[config.mk]
export PLATFORM = sky130hd
export DESIGN_NAME = rf_wb_arbiter_flat
export DESIGN_NICKNAME = d
export VERILOG_FILES = /design/src/rtl/rf_wb_arbiter_if.sv /design/src/rtl/rf_wb_arbiter.sv /design/src/flat_wrapper.sv
export SDC_FILE = /design/constraint.sdc
export NUM_CORES = 1
export LEC_CHECK = 0
export CORE_MARGIN = 2
export CORE_UTILIZATION = 41
export CTS_CLUSTER_SIZE = 40
export DETAILED_ROUTE_END_ITERATION = 12
export GPL_ROUTABILITY_DRIVEN = 1
export PLACE_DENSITY = 0.9
export SYNTH_ARGS = -nofsm -noshare
export SYNTH_HDL_FRONTEND = slang
export SYNTH_SLANG_ARGS = --single-unit
[constraint.sdc]
create_clock -name clk -period 2.5 [get_ports clk]
set_input_delay 0.375 -clock clk [delete_from_list [all_inputs] [get_ports clk]]
set_output_delay 0.375 -clock clk [all_outputs]
set_load 0.05 [all_outputs]
[src/rtl/rf_wb_arbiter_if.sv]
// Writeback request bundle: two requesters (ALU on req0, load on req1) sharing one RF write port.
// The master modport is the requester side; the slave modport is the arbiter side.
interface rf_wb_arbiter_if #(
    parameter int DATA_W = 32,
    parameter int ADDR_W = 6
);
    logic              req0_valid;
    logic [ADDR_W-1:0] req0_addr;
    logic [DATA_W-1:0] req0_data;
    logic              req0_ready;
    logic              req1_valid;
    logic [ADDR_W-1:0] req1_addr;
    logic [DATA_W-1:0] req1_data;
    logic              req1_ready;

    modport master (
        output req0_valid, req0_addr, req0_data,
        output req1_valid, req1_addr, req1_data,
        input  req0_ready, req1_ready
    );

    modport slave (
        input  req0_valid, req0_addr, req0_data,
        input  req1_valid, req1_addr, req1_data,
        output req0_ready, req1_ready
    );
endinterface

[src/rtl/rf_wb_arbiter.sv]
// Round-robin arbiter for the register-file write port; writes to r0 are accepted then dropped.
// Define RF_WB_FWD_EN to add two read-side bypass channels fed from the registered write.
module rf_wb_arbiter #(
    parameter int DATA_W = 32,
    parameter int ADDR_W = 6,
    parameter int CNT_W  = 16
) (
    input  logic              clk,
    input  logic              arst,
    input  logic              freeze,
    rf_wb_arbiter_if.slave    req,
    output logic              w_en,
    output logic [ADDR_W-1:0] addr_w,
    output logic [DATA_W-1:0] w_data,
    output logic              zero_drop,
    output logic [CNT_W-1:0]  conflict_cnt
`ifdef RF_WB_FWD_EN
    ,
    input  logic [ADDR_W-1:0] fwd_addr_1,
    input  logic [ADDR_W-1:0] fwd_addr_2,
    output logic              fwd_hit_1,
    output logic              fwd_hit_2,
    output logic [DATA_W-1:0] fwd_data_1,
    output logic [DATA_W-1:0] fwd_data_2
`endif
);

    typedef enum logic {
        IDLE_PRI0 = 1'b0,
        IDLE_PRI1 = 1'b1
    } rr_state_e;

    rr_state_e         rr_q, rr_d;
    logic              w_en_q, w_en_d;
    logic [ADDR_W-1:0] addr_w_q, addr_w_d;
    logic [DATA_W-1:0] w_data_q, w_data_d;
    logic              zero_drop_q, zero_drop_d;
    logic [CNT_W-1:0]  conflict_cnt_q, conflict_cnt_d;

    logic              gnt0, gnt1, xfer, xfer_zero, both_valid;
    logic [ADDR_W-1:0] xfer_addr;
    logic [DATA_W-1:0] xfer_data;

    function automatic logic [CNT_W-1:0] sat_inc(input logic [CNT_W-1:0] v);
        return (&v) ? v : v + 1'b1;
    endfunction

    always_comb begin
        both_valid = req.req0_valid & req.req1_valid;
        gnt0 = ~freeze & req.req0_valid & (~req.req1_valid | (rr_q == IDLE_PRI0));
        gnt1 = ~freeze & req.req1_valid & (~req.req0_valid | (rr_q == IDLE_PRI1));
        xfer      = gnt0 | gnt1;
        xfer_addr = gnt1 ? req.req1_addr : req.req0_addr;
        xfer_data = gnt1 ? req.req1_data : req.req0_data;
        xfer_zero = xfer & (xfer_addr == '0);

        rr_d = rr_q;
        if (gnt0)      rr_d = IDLE_PRI1;
        else if (gnt1) rr_d = IDLE_PRI0;

        // Address/data only move on a real write so the RF port sees stable values otherwise.
        w_en_d      = xfer & ~xfer_zero;
        addr_w_d    = w_en_d ? xfer_addr : addr_w_q;
        w_data_d    = w_en_d ? xfer_data : w_data_q;
        zero_drop_d = xfer_zero;

        conflict_cnt_d = (both_valid & ~freeze) ? sat_inc(conflict_cnt_q) : conflict_cnt_q;
    end

    always_ff @(posedge clk or posedge arst) begin
        if (arst) begin
            rr_q           <= IDLE_PRI0;
            w_en_q         <= 1'b0;
            addr_w_q       <= '0;
            w_data_q       <= '0;
            zero_drop_q    <= 1'b0;
            conflict_cnt_q <= '0;
        end else begin
            rr_q           <= rr_d;
            w_en_q         <= w_en_d;
            addr_w_q       <= addr_w_d;
            w_data_q       <= w_data_d;
            zero_drop_q    <= zero_drop_d;
            conflict_cnt_q <= conflict_cnt_d;
        end
    end

    // Readys are masked during reset so no requester sees a phantom acceptance.
    assign req.req0_ready = gnt0 & ~arst;
    assign req.req1_ready = gnt1 & ~arst;

    assign w_en         = w_en_q;
    assign addr_w       = addr_w_q;
    assign w_data       = w_data_q;
    assign zero_drop    = zero_drop_q;
    assign conflict_cnt = conflict_cnt_q;

`ifdef RF_WB_FWD_EN
    assign fwd_hit_1  = w_en_q & (addr_w_q == fwd_addr_1) & (fwd_addr_1 != '0);
    assign fwd_hit_2  = w_en_q & (addr_w_q == fwd_addr_2) & (fwd_addr_2 != '0);
    assign fwd_data_1 = fwd_hit_1 ? w_data_q : '0;
    assign fwd_data_2 = fwd_hit_2 ? w_data_q : '0;
`endif

endmodule

[src/flat_wrapper.sv]
// flat-port wrapper written by rule: the top's interface ports become plain ports
module rf_wb_arbiter_flat 
#(
    parameter int DATA_W = 32,
    parameter int ADDR_W = 6,
    parameter int CNT_W  = 16
)
  (clk, arst, freeze, w_en, addr_w, w_data, zero_drop, conflict_cnt, req_req0_valid, req_req0_addr, req_req0_data, req_req1_valid, req_req1_addr, req_req1_data, req_req0_ready, req_req1_ready);
  rf_wb_arbiter_if #(.DATA_W(DATA_W), .ADDR_W(ADDR_W)) req_i ();
  input  logic clk;
  input  logic arst;
  input  logic freeze;
  output logic w_en;
  output logic [ADDR_W-1:0] addr_w;
  output logic [DATA_W-1:0] w_data;
  output logic zero_drop;
  output logic [CNT_W-1:0] conflict_cnt;
  input wire logic [$bits(req_i.req0_valid)-1:0] req_req0_valid;
  input wire logic [$bits(req_i.req0_addr)-1:0] req_req0_addr;
  input wire logic [$bits(req_i.req0_data)-1:0] req_req0_data;
  input wire logic [$bits(req_i.req1_valid)-1:0] req_req1_valid;
  input wire logic [$bits(req_i.req1_addr)-1:0] req_req1_addr;
  input wire logic [$bits(req_i.req1_data)-1:0] req_req1_data;
  output wire logic [$bits(req_i.req0_ready)-1:0] req_req0_ready;
  output wire logic [$bits(req_i.req1_ready)-1:0] req_req1_ready;
  assign req_i.req0_valid = req_req0_valid;
  assign req_i.req0_addr = req_req0_addr;
  assign req_i.req0_data = req_req0_data;
  assign req_i.req1_valid = req_req1_valid;
  assign req_i.req1_addr = req_req1_addr;
  assign req_i.req1_data = req_req1_data;
  assign req_req0_ready = req_i.req0_ready;
  assign req_req1_ready = req_i.req1_ready;
  rf_wb_arbiter #(.DATA_W(DATA_W), .ADDR_W(ADDR_W), .CNT_W(CNT_W)) u_core (.clk(clk), .arst(arst), .freeze(freeze), .req(req_i), .w_en(w_en), .addr_w(addr_w), .w_data(w_data), .zero_drop(zero_drop), .conflict_cnt(conflict_cnt));
endmodule
==> out/qor.csv, run 1 <==
stage,metric,value,unit
job,cap_violations,0,
timing,fin_skew,0.00612,ns
place,dp_hpwl,5830,um
logic_synthesis,async_flop_share,1.00,
logic_synthesis,syn_avg_cell_area,12.9,um^2
pwr,peakVddDrop,0.861,mV
global_route,grt-ovfl-total,0,
setup_path,path_cells,clkdlybuf4s50_1 > nor2b_1 > o21ai_4 > buf_12 > nor2_1 > buf_12,
logic_synthesis,syn_nets,305,
drt,wire_per_inst,15.9,um
cells_and_area,fin_util,0.692,
timing,hold_violations,0,
clock_network,root_buffer,clkbuf_8,
place,place_inst,456,
logic_synthesis,ys_seq_area_frac,0.496,
clock_network,htreeDepth,3,
setup_path,worstSetupPathType,in2out,
drt,vias,2334,
logic_synthesis,synth_flop_cell,dfrtp_1,
timing,fmax,449,MHz
clock_network,post-cts-setup-buffer-count,0,
min_path,hp-class,in2async,
drt,drtIter0Drc,50,
die,core.rowCount,30,
logic_synthesis,yosys_warnings,0,
cells_and_area,syn_to_final_growth,63.3,%
clock_network,cts_hold_buffers,0,
die,start_util,0.424,
clock_network,cts-buffers-inserted,9,
clock_network,cts_tree,done,
timing,fin_crit_sh,0.890,
die,die_w,87.8,um
timing,min_period,2.23,ns
cells_and_area,antenna_cells,0,
cells_and_area,final_common_cell,clkdlybuf4s50_1,
global_route,grt_pass1_vias,2438,
setup_path,slowest_stage,clkdlybuf4s50_1,
global_route,grt_pass1_wl,11500,um
clock_network,clock_latency,0.32,ns
global_route,grt_usage,0.195,
timing,rsz0062_at_grt,no,
global_route,grt_start_max_net_pins,42,
die,core_region_area,6790,um^2
timing,setup_viol,0,
cells_and_area,final_cell_mix,"clkdlybuf4s50_1 (136), mux2_2 (61), dfrtp_1 (57), mux2_4 (10), clkbuf_8 (10)",
logic_synthesis,synth-edff-count,0,
drt,drtPass1Iterations,4,
setup_path,start_kind,primary input,
pwr,power.leakage,1.93,nW
die,ioPinCount,139,
setup_path,end_kind,primary output,
die,fp.dieArea,7710,um^2
setup_path,worstPathRequired,2.12,ns
setup_path,r2r-start,u_core.conflict_cnt[0],
timing,hold_ws,0.335,ns
logic_synthesis,yosys.cell_types.count,34,
die,die_h,87.8,um
clock_network,cts_buffer_depth,2,
drt,drc,0,
setup_path,path_max_fanout,41,
timing,setup_ws,0.275,ns
pwr,p_per_area,851,nW/um^2
setup_path,r2r_slack,0.69,ns
setup_path,cpPeakStageDelay,0.51,ns
timing,relSlewSlack,0.639,
place,port_buffers,138,
clock_network,clock_sinks,57,
drt,wl,7510,um
cells_and_area,nets,453,
status,status,completed,
clock_network,clk_pin_slew,0.07,ns
timing,tns,0,ns
setup_path,arrival,1.85,ns
logic_synthesis,ys_ff_latch,57,
timing,worstMarginPinSlew,0.540,ns
place,gp_congestion,0.796,
clock_network,cts_resized,0,
drt,ant_nets,0,
setup_path,crit_top_cell,buf_12,
global_route,antenna_found_initial,0,
logic_synthesis,synthesis.area,2880,um^2
timing,slew_violations,0,
logic_synthesis,syn_inst,223,
cells_and_area,drive_gt1_frac,0.269,
cells_and_area,fin_cells,472,
setup_path,r2r-end,u_core.conflict_cnt[14],
place,pre_cts_ws,0.0716,ns
setup_path,r2r_cells,5,
drt,viasPerCell,4.94,
[kinds of logic (layout without fill, tap and decap cells)]
family	count (synthesis)	after routing	synth area share
multiplexers	80	80	0.325
flip-flops	57	57	0.496
AND/OR/NAND/NOR	52	52	0.105
buffers and inverters	15	168	0.0257
AO/OA/AOI/OAI	10	10	0.0196
XOR/XNOR	8	8	0.0243
adder cells (fa/ha/maj)	1	1	0.00435
[worst max-delay path, delay by kind of cell]
kind,cells,cell delay (ns)
buffers and inverters,3,0.87
AND/OR/NAND/NOR,2,0.46
AO/OA/AOI/OAI,1,0.12
[stage by stage]
step | total power, mW | cell area [um^2]
finish | 4.00 | 4700
detailed placement | 2.97 | 4450
global placement | 2.93 | 4450
floorplan | 2.31 | 2880
global route | 4.16 | 4700
CTS | 4.03 | 4700
[flip-flops by register name, summed over array words and instances (netlist names)]
signal               cells
u_core.addr_w            6
u_core.conflict_cnt     16
u_core.rr_q              1
u_core.w_data           32
u_core.w_en              1
u_core.zero_drop         1
[synth_stat cells, types with 3 or more instances]
library cell  count  area [um^2]
a21oi_1           6         30.0
clkbuf_1          4         15.0
dfrtp_1          57         1430
inv_1             7         26.3
mux2_1            7         78.8
mux2_2           61          687
mux2_4           10          150
nand2_1           8         30.0
nand3_1           8         40.0
nand4_1           8         50.1
nor2_1            5         18.8
nor3_1            6         30.0
xnor2_1           5         43.8
xor2_1            3         26.3
[where the power goes]
group	switching, mW	internal (mW)
Clock	0.361	0.688
Combinational	0.991	0.686
Sequential	0.151	1.12
Total	1.50	2.49
[per-layer routing]
metal  track usage  vias up  part of all wire
met1         0.215     1140              0.38
met3        0.0471        7             0.064
met4        0.0629        0             0.011
met2         0.366       80              0.54
li1              -     1107                 -
met5             0        -                 0
[worst max path at each step]
stage	slack (ns)	depth (start not counted)	to	startpoint
after CTS	0.26	6	req_req1_ready	req_req1_valid
after floorplan	0.50	5	u_core.conflict_cnt[14]	u_core.conflict_cnt[0]
final	0.27	6	req_req1_ready	req_req1_valid
after global routing	0.20	6	req_req1_ready	req_req1_valid
after detailed placement	0.07	6	u_core.w_data[30]	req_req0_addr[2]
after global placement	0.14	6	u_core.w_data[12]	req_req0_addr[2]
[area by class of cell]
class	count	area, um^2
fill	505	2100
timing repair buffer	145	1480
sequential	57	1430
multi-input combinational	151	1400
clock buffer	11	141
tap	96	120
clock inverter	5	103
inverter	7	26.3
No activity file was read; power rests on OpenSTA's default activity.
==> run 2, diff against run 1 <==
--- a/config.mk
+++ b/config.mk
@@ -11,6 +11,7 @@
 export DETAILED_ROUTE_END_ITERATION = 12
 export GPL_ROUTABILITY_DRIVEN = 1
 export PLACE_DENSITY = 0.9
+export SLEW_MARGIN = 10
 export SYNTH_ARGS = -nofsm -noshare
 export SYNTH_HDL_FRONTEND = slang
 export SYNTH_SLANG_ARGS = --single-unit
==> results of run 2 <==
The final DEF is identical to that of run 1; final timing and power are the same.
==> run 3, diff against run 2 <==
--- a/config.mk
+++ b/config.mk
@@ -11,6 +11,8 @@
 export DETAILED_ROUTE_END_ITERATION = 12
 export GPL_ROUTABILITY_DRIVEN = 1
 export PLACE_DENSITY = 0.9
+export RECOVER_POWER = 50
+export SKIP_CTS_REPAIR_TIMING = 1
 export SLEW_MARGIN = 10
 export SYNTH_ARGS = -nofsm -noshare
 export SYNTH_HDL_FRONTEND = slang
==> out/qor.csv, run 3 (synthesis results as in run 1) <==
stage,metric,value,unit
global_route,grt_pass1_wl,11500,um
timing,slew_violations,0,
cells_and_area,drive_gt1_frac,0.253,
die,core_region_area,6790,um^2
drt,wire_per_inst,15.9,um
drt,drtPass1Iterations,4,
timing,relSlewSlack,0.124,
setup_path,r2r_cells,6,
min_path,min_from,u_core.w_data[19],
global_route,grt_pass1_vias,2438,
clock_network,root_buffer,clkbuf_8,
cells_and_area,largest_register_ffs,32,
pwr,p_sw,1.50,mW
timing,rsz0062_at_grt,no,
pwr,switching_share,0.377,
drt,vias,2343,
clock_network,cts_buffer_depth,2,
pwr,p_per_area,850,nW/um^2
cells_and_area,syn_to_final_growth,62.5,%
setup_path,r2r-start,u_core.conflict_cnt[0],
min_path,hold_path_end,u_core.w_data[19],
clock_network,clock_sinks,57,
setup_path,path_max_fanout,26,
setup_path,worstPathRequired,2.70,ns
pwr,p_int,2.48,mW
clock_network,htreeDepth,3,
setup_path,end_kind,register,
place,dpl-instance-area,4450,um^2
pwr,p_seq_frac,0.319,
cells_and_area,fin_area,4680,um^2
clock_network,cts_tree,done,
die,core.rowCount,30,
drt,viasPerCell,4.96,
setup_path,r2r_slack,0.67,ns
clock_network,clock_latency,0.32,ns
global_route,grt-ovfl-total,0,
min_path,hold_depth,1,
job,cap_violations,0,
timing,setup_viol,0,
pwr,finalPower,3.97,mW
setup_path,worstSetupPathType,in2reg,
setup_path,arrival,2.46,ns
timing,worstMarginPinSlew,1.31,ns
timing,fmax,443,MHz
cells_and_area,final_cell_mix,"clkdlybuf4s50_1 (121), mux2_2 (60), dfrtp_1 (57), dlygate4sd3_1 (15)",
clock_network,cts-buffers-inserted,9,
place,pre_cts_ws,0.0716,ns
drt,drtIter0Drc,49,
drt,ant_nets,0,
pwr,p_clk_frac,0.264,
place,port_buffers,138,
cells_and_area,fin_util,0.688,
timing,hold_violations,0,
place,gp_congestion,0.796,
place,dp_hpwl,5830,um
die,start_util,0.424,
cells_and_area,nFillCells,509,
pwr,combPwrFrac,0.417,
timing,min_period,2.26,ns
die,fp.dieArea,7710,um^2
global_route,grt_start_max_net_pins,42,
setup_path,start_kind,primary input,
drt,wl,7510,um
cells_and_area,final_common_cell,clkdlybuf4s50_1,
min_path,hp-class,reg2reg,
die,die_w,87.8,um
global_route,grt_usage,0.195,
setup_path,r2r-end,u_core.conflict_cnt[1],
clock_network,clk_pin_slew,0.07,ns
drt,drc,0,
timing,setup_ws,0.245,ns
timing,fin_crit_sh,0.902,
die,ioPinCount,139,
pwr,peakVddDrop,0.861,mV
timing,tns,0,ns
cells_and_area,antenna_cells,0,
status,status,completed,
die,die_h,87.8,um
global_route,antenna_found_initial,0,
cells_and_area,nets,453,
timing,fin_skew,0.00620,ns
pwr,power.leakage,1.93,nW
## run 3: critical path, stage by stage
cell             delay, ns
clkdlybuf4s50_1       0.42
or4_1                 0.51
nor3_1                0.38
o22ai_4               0.20
buf_12                0.22
mux2_1                0.33
## run 3: final cells by class
type                    instances  area (um^2)  area share
multi-input cells             151         1390       0.297
inverters                       7         26.3     0.00562
well taps                      96          120      0.0257
clock buffers                  11          141      0.0302
repair buffers                145         1470       0.314
clock inverters                 5          103      0.0219
flip-flops and latches         57         1430       0.305
## run 3: power groups by stage
stage,registers (mW),logic (mW),clock network (mW)
6_report,1.27,1.66,1.05
5_1_grt,1.30,1.74,1.11
3_5_place_dp,1.29,1.69,0
4_1_cts,1.27,1.69,1.06
2_1_floorplan,1.95,0.365,0
3_3_place_gp,1.27,1.66,0
## run 3: worst max path at each step
stage / startpoint / to / slack, ns / depth (start not counted)
after floorplan: u_core.conflict_cnt[0] / u_core.conflict_cnt[14] / 0.50 / 5
after global placement: req_req0_addr[2] / u_core.w_data[12] / 0.14 / 6
final: req_req1_addr[2] / u_core.w_data[12] / 0.24 / 6
after detailed placement: req_req0_addr[2] / u_core.w_data[30] / 0.07 / 6
after CTS: req_req1_valid / req_req1_ready / 0.26 / 6
after global routing: arst / u_core.conflict_cnt[7] / 0.11 / 3
## run 3: through the flow
| step | cells | hold slack, ns |
|---|---|---|
| floorplan | 223 | 0.461 |
| global placement | 456 | 0.469 |
| detailed placement | 456 | 0.475 |
| global route | 472 | 0.492 |
| CTS | 472 | 0.329 |
| finish | 472 | 0.482 |
## run 3: layer usage
metal  GRT usage  wire length, um  share of wire  up-vias
met5           0                0              0        -
met4      0.0629               70         0.0093        0
met3      0.0471              523          0.070        6
met2       0.366             4070           0.54       92
met1       0.215             2850           0.38     1134
li1            -                -              -     1111
